==> src/rtl/fifo_flush_multi_if.sv <==
// Handshake/bus bundle for fifo_flush_multi.
//   master : producer/consumer side (drives write, flush, ready; observes beat and status)
//   slave  : the FIFO itself
`timescale 1ns/1ps
interface fifo_flush_multi_if #(
  parameter int unsigned DATA_W = 4,
  parameter int unsigned DEPTH  = 32,
  parameter int unsigned PACK   = 8
);
  localparam int unsigned LW = $clog2(DEPTH) + 1;

  logic                   fifo_wr_valid_i;
  logic [DATA_W-1:0]      fifo_wr_data_i;
  logic                   fifo_flush_i;
  logic                   fifo_rd_ready_i;
  logic                   fifo_rd_valid_o;
  logic [DATA_W*PACK-1:0] fifo_rd_data_o;
  logic                   fifo_rd_last_o;
  logic                   fifo_flush_done_o;
  logic [LW-1:0]          fifo_level_o;
  logic                   fifo_empty_o;
  logic                   fifo_full_o;
  logic                   fifo_data_avail_o;
  logic [7:0]             fifo_ovf_cnt_o;

  modport master (
    output fifo_wr_valid_i, fifo_wr_data_i, fifo_flush_i, fifo_rd_ready_i,
    input  fifo_rd_valid_o, fifo_rd_data_o, fifo_rd_last_o, fifo_flush_done_o,
           fifo_level_o, fifo_empty_o, fifo_full_o, fifo_data_avail_o, fifo_ovf_cnt_o
  );

  modport slave (
    input  fifo_wr_valid_i, fifo_wr_data_i, fifo_flush_i, fifo_rd_ready_i,
    output fifo_rd_valid_o, fifo_rd_data_o, fifo_rd_last_o, fifo_flush_done_o,
           fifo_level_o, fifo_empty_o, fifo_full_o, fifo_data_avail_o, fifo_ovf_cnt_o
  );
endinterface

==> src/rtl/fifo_flush_multi.sv <==
// FIFO that is drained on request in packed multi-entry beats.
//   clk   : single clock, rising edge
//   reset : asynchronous active-low reset
//   bus   : fifo_flush_multi_if.slave (write port, flush request, packed read beat,
//           level/empty/full/data_avail status, dropped-write count)
// Optional feature: define FIFO_FLUSH_MULTI_OVF_CNT_EN to build the saturating
// dropped-write counter; otherwise fifo_ovf_cnt_o is tied to 0.
`timescale 1ns/1ps
module fifo_flush_multi #(
  parameter int unsigned       DATA_W       = 4,
  parameter int unsigned       DEPTH        = 32,
  parameter int unsigned       PACK         = 8,
  parameter int unsigned       AVAIL_THRESH = 4,
  parameter logic [DATA_W-1:0] PAD          = DATA_W'('hC)
) (
  input logic                clk,
  input logic                reset,
  fifo_flush_multi_if.slave  bus
);
  localparam int unsigned AW = $clog2(DEPTH);
  localparam int unsigned LW = AW + 1;
  localparam int unsigned OW = DATA_W * PACK;

  typedef enum logic [1:0] {IDLE = 2'd0, FLUSH = 2'd1, DONE = 2'd2} state_t;

  state_t            state, state_nx;
  logic [DATA_W-1:0] mem [DEPTH];
  logic [AW-1:0]     wr_ptr, rd_ptr;
  logic [LW-1:0]     count, remaining;
  logic [LW-1:0]     n_c;
  logic              full_c, last_c, wr_acc_c, pop_c;
  logic [OW-1:0]     rd_data_c;

  // Status decoded straight from the occupancy count
  assign full_c                = (count == LW'(DEPTH));
  assign bus.fifo_full_o       = full_c;
  assign bus.fifo_empty_o      = (count == '0);
  assign bus.fifo_data_avail_o = (32'(count) >= AVAIL_THRESH);
  assign bus.fifo_level_o      = count;

  // Entries in the current beat and whether it finishes the snapshot
  assign n_c      = (remaining < LW'(PACK)) ? remaining : LW'(PACK);
  assign last_c   = (remaining <= LW'(PACK));
  assign wr_acc_c = bus.fifo_wr_valid_i && !full_c;
  assign pop_c    = (state == FLUSH) && bus.fifo_rd_ready_i;

  // State register
  always_ff @(posedge clk or negedge reset) begin
    if (!reset) state <= IDLE;
    else        state <= state_nx;
  end

  // Next-state logic; flush requests outside IDLE are ignored
  always_comb begin
    state_nx = state;
    case (state)
      IDLE:    if (bus.fifo_flush_i) state_nx = (count != '0) ? FLUSH : DONE;
      FLUSH:   if (pop_c && last_c)  state_nx = DONE;
      DONE:    state_nx = IDLE;
      default: state_nx = IDLE;
    endcase
  end

  // Output logic; beat lanes beyond the valid entries carry PAD, idle bus is zero
  always_comb begin
    bus.fifo_rd_valid_o   = 1'b0;
    bus.fifo_rd_last_o    = 1'b0;
    bus.fifo_flush_done_o = 1'b0;
    rd_data_c             = '0;
    if (state == FLUSH) begin
      bus.fifo_rd_valid_o = 1'b1;
      bus.fifo_rd_last_o  = last_c;
      for (int i = 0; i < int'(PACK); i++) begin
        if (LW'(i) < n_c) rd_data_c[i*DATA_W +: DATA_W] = mem[rd_ptr + AW'(i)];
        else              rd_data_c[i*DATA_W +: DATA_W] = PAD;
      end
    end
    if (state == DONE) bus.fifo_flush_done_o = 1'b1;
  end

  assign bus.fifo_rd_data_o = rd_data_c;

  // Storage array; contents are don't-care while not counted
  always_ff @(posedge clk) begin
    if (wr_acc_c) mem[wr_ptr] <= bus.fifo_wr_data_i;
  end

  // Pointers, count and flush snapshot; writes after the snapshot stay queued
  always_ff @(posedge clk or negedge reset) begin
    if (!reset) begin
      wr_ptr    <= '0;
      rd_ptr    <= '0;
      count     <= '0;
      remaining <= '0;
    end else begin
      if (wr_acc_c) wr_ptr <= wr_ptr + AW'(1);
      if (pop_c)    rd_ptr <= rd_ptr + AW'(n_c);
      count <= count + LW'(wr_acc_c) - (pop_c ? n_c : LW'(0));
      if (state == IDLE && bus.fifo_flush_i) remaining <= count;
      else if (pop_c)                        remaining <= remaining - n_c;
    end
  end

`ifdef FIFO_FLUSH_MULTI_OVF_CNT_EN
  logic [7:0] ovf_cnt;
  logic       wr_drop_c;

  assign wr_drop_c = bus.fifo_wr_valid_i && full_c;

  // Saturating count of writes dropped while full
  always_ff @(posedge clk or negedge reset) begin
    if (!reset)                           ovf_cnt <= 8'd0;
    else if (wr_drop_c && ovf_cnt != 8'hFF) ovf_cnt <= ovf_cnt + 8'd1;
  end

  assign bus.fifo_ovf_cnt_o = ovf_cnt;
`else
  assign bus.fifo_ovf_cnt_o = 8'd0;
`endif
endmodule

==> src/flat_wrapper.sv <==
// flat-port wrapper written by rule: the top's interface ports become plain ports
module fifo_flush_multi_flat 
#(
  parameter int unsigned       DATA_W       = 4,
  parameter int unsigned       DEPTH        = 32,
  parameter int unsigned       PACK         = 8,
  parameter int unsigned       AVAIL_THRESH = 4,
  parameter logic [DATA_W-1:0] PAD          = DATA_W'('hC)
)
  (clk, reset, bus_fifo_wr_valid_i, bus_fifo_wr_data_i, bus_fifo_flush_i, bus_fifo_rd_ready_i, bus_fifo_rd_valid_o, bus_fifo_rd_data_o, bus_fifo_rd_last_o, bus_fifo_flush_done_o, bus_fifo_level_o, bus_fifo_empty_o, bus_fifo_full_o, bus_fifo_data_avail_o, bus_fifo_ovf_cnt_o);
  fifo_flush_multi_if #(.DATA_W(DATA_W), .DEPTH(DEPTH), .PACK(PACK)) bus_i ();
  input logic clk;
  input logic reset;
  input wire logic [$bits(bus_i.fifo_wr_valid_i)-1:0] bus_fifo_wr_valid_i;
  input wire logic [$bits(bus_i.fifo_wr_data_i)-1:0] bus_fifo_wr_data_i;
  input wire logic [$bits(bus_i.fifo_flush_i)-1:0] bus_fifo_flush_i;
  input wire logic [$bits(bus_i.fifo_rd_ready_i)-1:0] bus_fifo_rd_ready_i;
  output wire logic [$bits(bus_i.fifo_rd_valid_o)-1:0] bus_fifo_rd_valid_o;
  output wire logic [$bits(bus_i.fifo_rd_data_o)-1:0] bus_fifo_rd_data_o;
  output wire logic [$bits(bus_i.fifo_rd_last_o)-1:0] bus_fifo_rd_last_o;
  output wire logic [$bits(bus_i.fifo_flush_done_o)-1:0] bus_fifo_flush_done_o;
  output wire logic [$bits(bus_i.fifo_level_o)-1:0] bus_fifo_level_o;
  output wire logic [$bits(bus_i.fifo_empty_o)-1:0] bus_fifo_empty_o;
  output wire logic [$bits(bus_i.fifo_full_o)-1:0] bus_fifo_full_o;
  output wire logic [$bits(bus_i.fifo_data_avail_o)-1:0] bus_fifo_data_avail_o;
  output wire logic [$bits(bus_i.fifo_ovf_cnt_o)-1:0] bus_fifo_ovf_cnt_o;
  assign bus_i.fifo_wr_valid_i = bus_fifo_wr_valid_i;
  assign bus_i.fifo_wr_data_i = bus_fifo_wr_data_i;
  assign bus_i.fifo_flush_i = bus_fifo_flush_i;
  assign bus_i.fifo_rd_ready_i = bus_fifo_rd_ready_i;
  assign bus_fifo_rd_valid_o = bus_i.fifo_rd_valid_o;
  assign bus_fifo_rd_data_o = bus_i.fifo_rd_data_o;
  assign bus_fifo_rd_last_o = bus_i.fifo_rd_last_o;
  assign bus_fifo_flush_done_o = bus_i.fifo_flush_done_o;
  assign bus_fifo_level_o = bus_i.fifo_level_o;
  assign bus_fifo_empty_o = bus_i.fifo_empty_o;
  assign bus_fifo_full_o = bus_i.fifo_full_o;
  assign bus_fifo_data_avail_o = bus_i.fifo_data_avail_o;
  assign bus_fifo_ovf_cnt_o = bus_i.fifo_ovf_cnt_o;
  fifo_flush_multi #(.DATA_W(DATA_W), .DEPTH(DEPTH), .PACK(PACK), .AVAIL_THRESH(AVAIL_THRESH), .PAD(PAD)) u_core (.clk(clk), .reset(reset), .bus(bus_i));
endmodule
==> config.mk <==
export PLATFORM = sky130hd
export DESIGN_NAME = fifo_flush_multi_flat
export DESIGN_NICKNAME = d
export VERILOG_FILES = /design/src/rtl/fifo_flush_multi_if.sv /design/src/rtl/fifo_flush_multi.sv /design/src/flat_wrapper.sv
export SDC_FILE = /design/constraint.sdc
export NUM_CORES = 1
export LEC_CHECK = 0
export BUFFER_PORTS_ARGS = -buffer_cell sky130_fd_sc_hd__buf_2
export CAP_MARGIN = 30
export CELL_PAD_IN_SITES_DETAIL_PLACEMENT = 0
export CELL_PAD_IN_SITES_GLOBAL_PLACEMENT = 1
export CORE_AREA = 2 2 225 227
export DETAILED_ROUTE_END_ITERATION = 8
export DIE_AREA = 0 0 227 229
export PLACE_DENSITY_LB_ADDON = 0.1
export SLEW_MARGIN = 0
export SYNTH_ARGS = -nofsm -noshare
export SYNTH_HDL_FRONTEND = slang
export SYNTH_SLANG_ARGS = --single-unit
==> constraint.sdc <==
create_clock -name clk -period 3.15 [get_ports clk]
set_clock_uncertainty 0.05 [all_clocks]
set_input_delay 0.4725 -clock clk [delete_from_list [all_inputs] [get_ports clk]]
set_output_delay 0.4725 -clock clk [all_outputs]
set_load 0.1 [all_outputs]
Yosys cells after proc, flatten, opt, wreduce, memory -nomap -nowiden
Memories as Yosys holds them, arrays and structs flattened. Index checks and enable logic that the tools add are counted.

Output and inout port bits: 52. Logic and storage cells: 66. Input port bits: 9. Bits in registers: 24. RAM bits: 128. Memories: 1.

$lt $le $gt $ge: 11. Add/sub/neg operators: 12. Reduce and logical (&&, ||, !) cells: 10. Eq/ne operators: 5. Multiplexer cells: 22.

Memories: u_core.mem (words 32, width 4, read ports 8, clocked after memory_dff 0, write ports 1, line fifo_flush_multi.sv:27) `logic [DATA_W-1:0] mem [DEPTH];`.

Operators by type and width (count): two-way mux 32 bit (1); two-way mux 4 bit (8); < comparator 3 x 6 -> 1 bit (first input constant) (4); two-way mux 6 bit (4); adder 5 x 3 -> 5 bit (second input constant) (4); < comparator 1 x 6 -> 1 bit (first input constant) (2); < comparator 2 x 6 -> 1 bit (first input constant) (2); subtractor 6 bit (2); adder 5 x 1 -> 5 bit (second input constant) (2); adder 5 x 2 -> 5 bit (second input constant) (2); adder 6 x 1 -> 6 bit (1); equality test 6 bit (second input constant) (1); greater-or-equal comparator 6 x 3 -> 1 bit (second input constant) (1); <= comparator 6 x 4 -> 1 bit (second input constant) (1); logical NOT 6 bit (1); < comparator 6 x 4 -> 1 bit (second input constant) (1); two-way mux 2 bit (3); nonzero test 6 bit (1); adder 5 bit (1); two-way mux 1 bit (5); logical AND 1 bit (4); case mux 2 bit (2 select lines) (1); equality test 2 x 1 -> 1 bit (second input constant) (1); equality test 2 bit (second input constant) (1); other kinds (6) (6).

Logic depth before layout (Yosys ltp)
Depth in word-level cells: 5. Mapped depth: 15.

Least setup slack after synthesis
No wires, ideal clock.

Path type: register to output. Start point: register u_core.rd_ptr[2]. End point: output port bus_fifo_rd_data_o[24]. Arrival time: 4514 ps. Cell stages (with the launch flop): 10. Data required time: 2627 ps. Setup slack: -1886 ps. Cells stage by stage: dfrtp_1 -> buf_2 -> inv_1 -> buf_1 -> ha_1 -> clkbuf_1 -> clkbuf_1 -> mux4_2 -> mux2i_1 -> nor3_1.

Cells in the longest elaborated chain, start to end: 4.

Ends and longest elaborated chain: start: declaration (line fifo_flush_multi.sv:28) `logic [AW-1:0] wr_ptr, rd_ptr;`; start signal: assignment (line fifo_flush_multi.sv:97) `if (pop_c) rd_ptr <= rd_ptr + AW'(n_c);`; adder 5 x 3 -> 5 bit (line fifo_flush_multi.sv:74) `if (LW'(i) < n_c) rd_data_c[i*DATA_W +: DATA_W] = mem[rd_ptr + AW'(i)];`; memory (32 x 4 bit); two-way mux 4 bit (line fifo_flush_multi.sv:74); two-way mux 32 bit (line fifo_flush_multi.sv:70) `if (state == FLUSH) begin`; end: declaration (line flat_wrapper.sv:19) `output wire logic [$bits(bus_i.fifo_rd_data_o)-1:0] bus_fifo_rd_data_o;`.

Every way passes these cells.

Worst setup path in the final report
Start point: register u_core.rd_ptr[0]. End point: output port bus_fifo_rd_data_o[5].

Cells in the longest elaborated chain, start to end: 4.

Ends and longest elaborated chain (line): adder 5 x 1 -> 5 bit (fifo_flush_multi.sv:74); memory (32 x 4 bit); two-way mux 4 bit (fifo_flush_multi.sv:74); two-way mux 32 bit (fifo_flush_multi.sv:70).

Every way passes these cells.

==> results.yml <==
grt:
  grt.overflow.total: 0
  grt.total_usage_pct: 17.1
  grt_pass1_wl_um: 61800
  antenna_found_initial: 1
  grt_max_degree: 34
  grt_pass1_vias: 8527
job:
  cap_violations: 0
sta:
  drv_slew: 0
  post-route-period-util_pct: 118
  layout_setup_ws_ps: -565
  holdWs_ps: 273
  worst_pin_slew_ps: 1020
  rsz0062_at_grt: "true"
  hold_viol_final: 0
  timing.fmax_mhz: 269
  finalSetupViolCount: 32
  fin_crit_ps: 3720
  maxSlewHeadroom_pct: 31.7
drt:
  drt_wl_total_um: 43900
  viasPerCell: 5.10
  drt-initial-drc-count: 678
  dr.pass1.iters: 4
  wl_per_cell_um: 26.8
  drc_errors: 0
  postRouteAntennaNets: 0
  vias: 8341
layout:
  fillCellCount: 4895
  nets: 990
  layout_common_cells: "171 x mux4_2, 128 x edfxtp_1, 100 x buf_4"
  syn2layout_area_growth_pct: 41.8
  final_common_cell: "mux4_2"
  drive_gt1_share_pct: 57.0
setup_path:
  crit_type: "flop to primary output"
  worst_setup_path_start_kind: "flop"
  crit_fanout: 7
  critical_path_arrival_ps: 3190
  required_ps: 2630
  crit_path_end_kind: "primary output"
  r2r_cells: 11
  regToRegSetupSlack_ps: 310
outcome:
  status: "complete, but fails checks"
  violations: "negative setup slack"
synthesis:
  synth.avg_cell_area_um2: 14.7
  synthesis.area_um2: 11300
  ys_seq_elements: 152
  yosysUniqueCellTypes: 51
  synthCells: 767
  yosysWarningCount: 0
  ys_seq_area_share_pct: 39.4
die:
  die_x_um: 227
  die_area_um2: 52000
  initial_core_util_pct: 22.7
  fp.dieH_um: 229
  io_pins: 61
  rows: 82
  core_area_um2: 49700
placed_design:
  gp_congestion: 0.829
  port_buffers: 52
  hpwl_um: 32600
  pre_cts_slack_ps: -116
clocking:
  cts_buffers: 17
  clockBufferDepth: 2
  clkSlewWorstSetupHoldPaths_ps: 70
  cts_tree: "yes"
  clock-root-buffer: "clkbuf_16"
  cts.sinks: 152
  htreeDepth: 4
  clk_latency_ps: 480
min_path:
  worstHoldPathType: "primary input to flop"
  hold_depth: 4
cell type report:
type	count	area, um2	share of cell area [%]
tap	672	841	5.26
sequential	152	4450	27.8
timing repair buffer	221	2790	17.5
clock buffer	17	425	2.66
multi-input combinational	544	7240	45.3
clock inverter	15	165	1.03
inverter	15	68.8	0.430
antenna	1	2.50	0.0156
worst paths after layout:
path                                       startpoint                         end
setup / recovery                     u_core.rd_ptr[0]       bus_fifo_rd_data_o[5]
hold / removal                    bus_fifo_rd_ready_i             u_core.state[0]
setup reg to reg                  u_core.remaining[4]  u_core.bus.fifo_level_o[5]
hold reg to reg            u_core.bus.fifo_level_o[5]         u_core.remaining[5]
max in group asynchronous                       reset            u_core.rd_ptr[1]
min in group asynchronous                       reset            u_core.rd_ptr[4]
cells in the mapped netlist, drive strengths merged:
library cell	n	area, um2
a211oi	1	7.51
a21boi	1	7.51
a21o	3	22.5
a21oi	29	149
a221o	1	10.0
a22oi	6	45.0
a311oi	7	61.3
a31oi	2	12.5
a32oi	1	8.76
a41oi	1	8.76
and2	6	37.5
and3	3	18.8
buf	47	350
clkbuf	17	63.8
conb	2	7.51
dfrtp	24	601
edfxtp	128	3840
fa	2	40.0
ha	28	350
inv	15	56.3
mux2	5	56.3
mux2i	49	490
mux4	171	3850
nand2	50	188
nand2b	3	18.8
nand3	14	70.1
nand3b	2	15.0
nand4	3	18.8
nor2	47	176
nor2b	4	25.0
nor3	32	160
nor3b	1	7.51
o211ai	1	7.51
o21ai	15	75.1
o21bai	1	7.51
o22ai	4	25.0
o311ai	1	8.76
or2	3	18.8
or3	2	12.5
or3b	2	17.5
xnor2	25	241
xor2	8	85.1
registers in the layout, summed over array words and instances (netlist names):
register,flops
u_core.remaining,6
u_core.rd_ptr,5
u_core.mem,128
u_core.bus.fifo_level_o,6
u_core.wr_ptr,5
u_core.state,2
per-stage QoR:
stage	instances	instance area [um2]	TNS, ps	utilization, %
3_3_place_gp	1549	13800	-763	27.9
5_1_grt	1637	16000	-15390	32.2
2_1_floorplan	775	11800	-4020	-
6_report	1637	16000	-12680	32.2
3_5_place_dp	1549	13800	-717	27.9
4_1_cts	1617	15500	-15280	31.3
layer usage:
metal	vias to the layer above	track usage [%]	share of wire (%)
li1	3518	-	-
met1	4483	23.3	45
met2	301	27.8	49
met3	39	3.30	4.7
met4	0	4.31	1.8
met5	-	0	0
what timing repair did:
| item | CTS | global route |
|---|---|---|
| buffers inserted | 25 | 23 |
| endpoints found under the hold margin | 24 | 0 |
| setup endpoints to repair | 32 | 32 |
| pin swaps | 25 | 32 |
| gates cloned | 10 | 5 |
| gates resized for setup | 135 | 62 |
| hold buffers | 1 | 0 |
logic make-up (layout without fill, tap and decap cells):
group	after synthesis	count (layout)	share of synthesized area, %
buffers and inverters	79	268	4.17
flip-flops	152	152	39.4
adder cells (fa/ha/maj)	30	30	3.46
other	2	11	0.0666
AO/OA/AOI/OAI	74	74	4.05
XOR/XNOR	33	33	2.90
AND/OR/NAND/NOR	172	172	6.96
multiplexers	225	225	39.0
worst max-delay path, stage by stage (launching register included):
cell and delay [ps]:
dfrtp_4 450, inv_4 40, ha_4 340, buf_12 160
mux4_2 530, mux4_2 550, mux2i_2 220, buf_4 160
nor3_4 40, buf_12 210
Power is not shown: default switching activity piles up to over one toggle a cycle in this logic, so the estimate is an artifact.
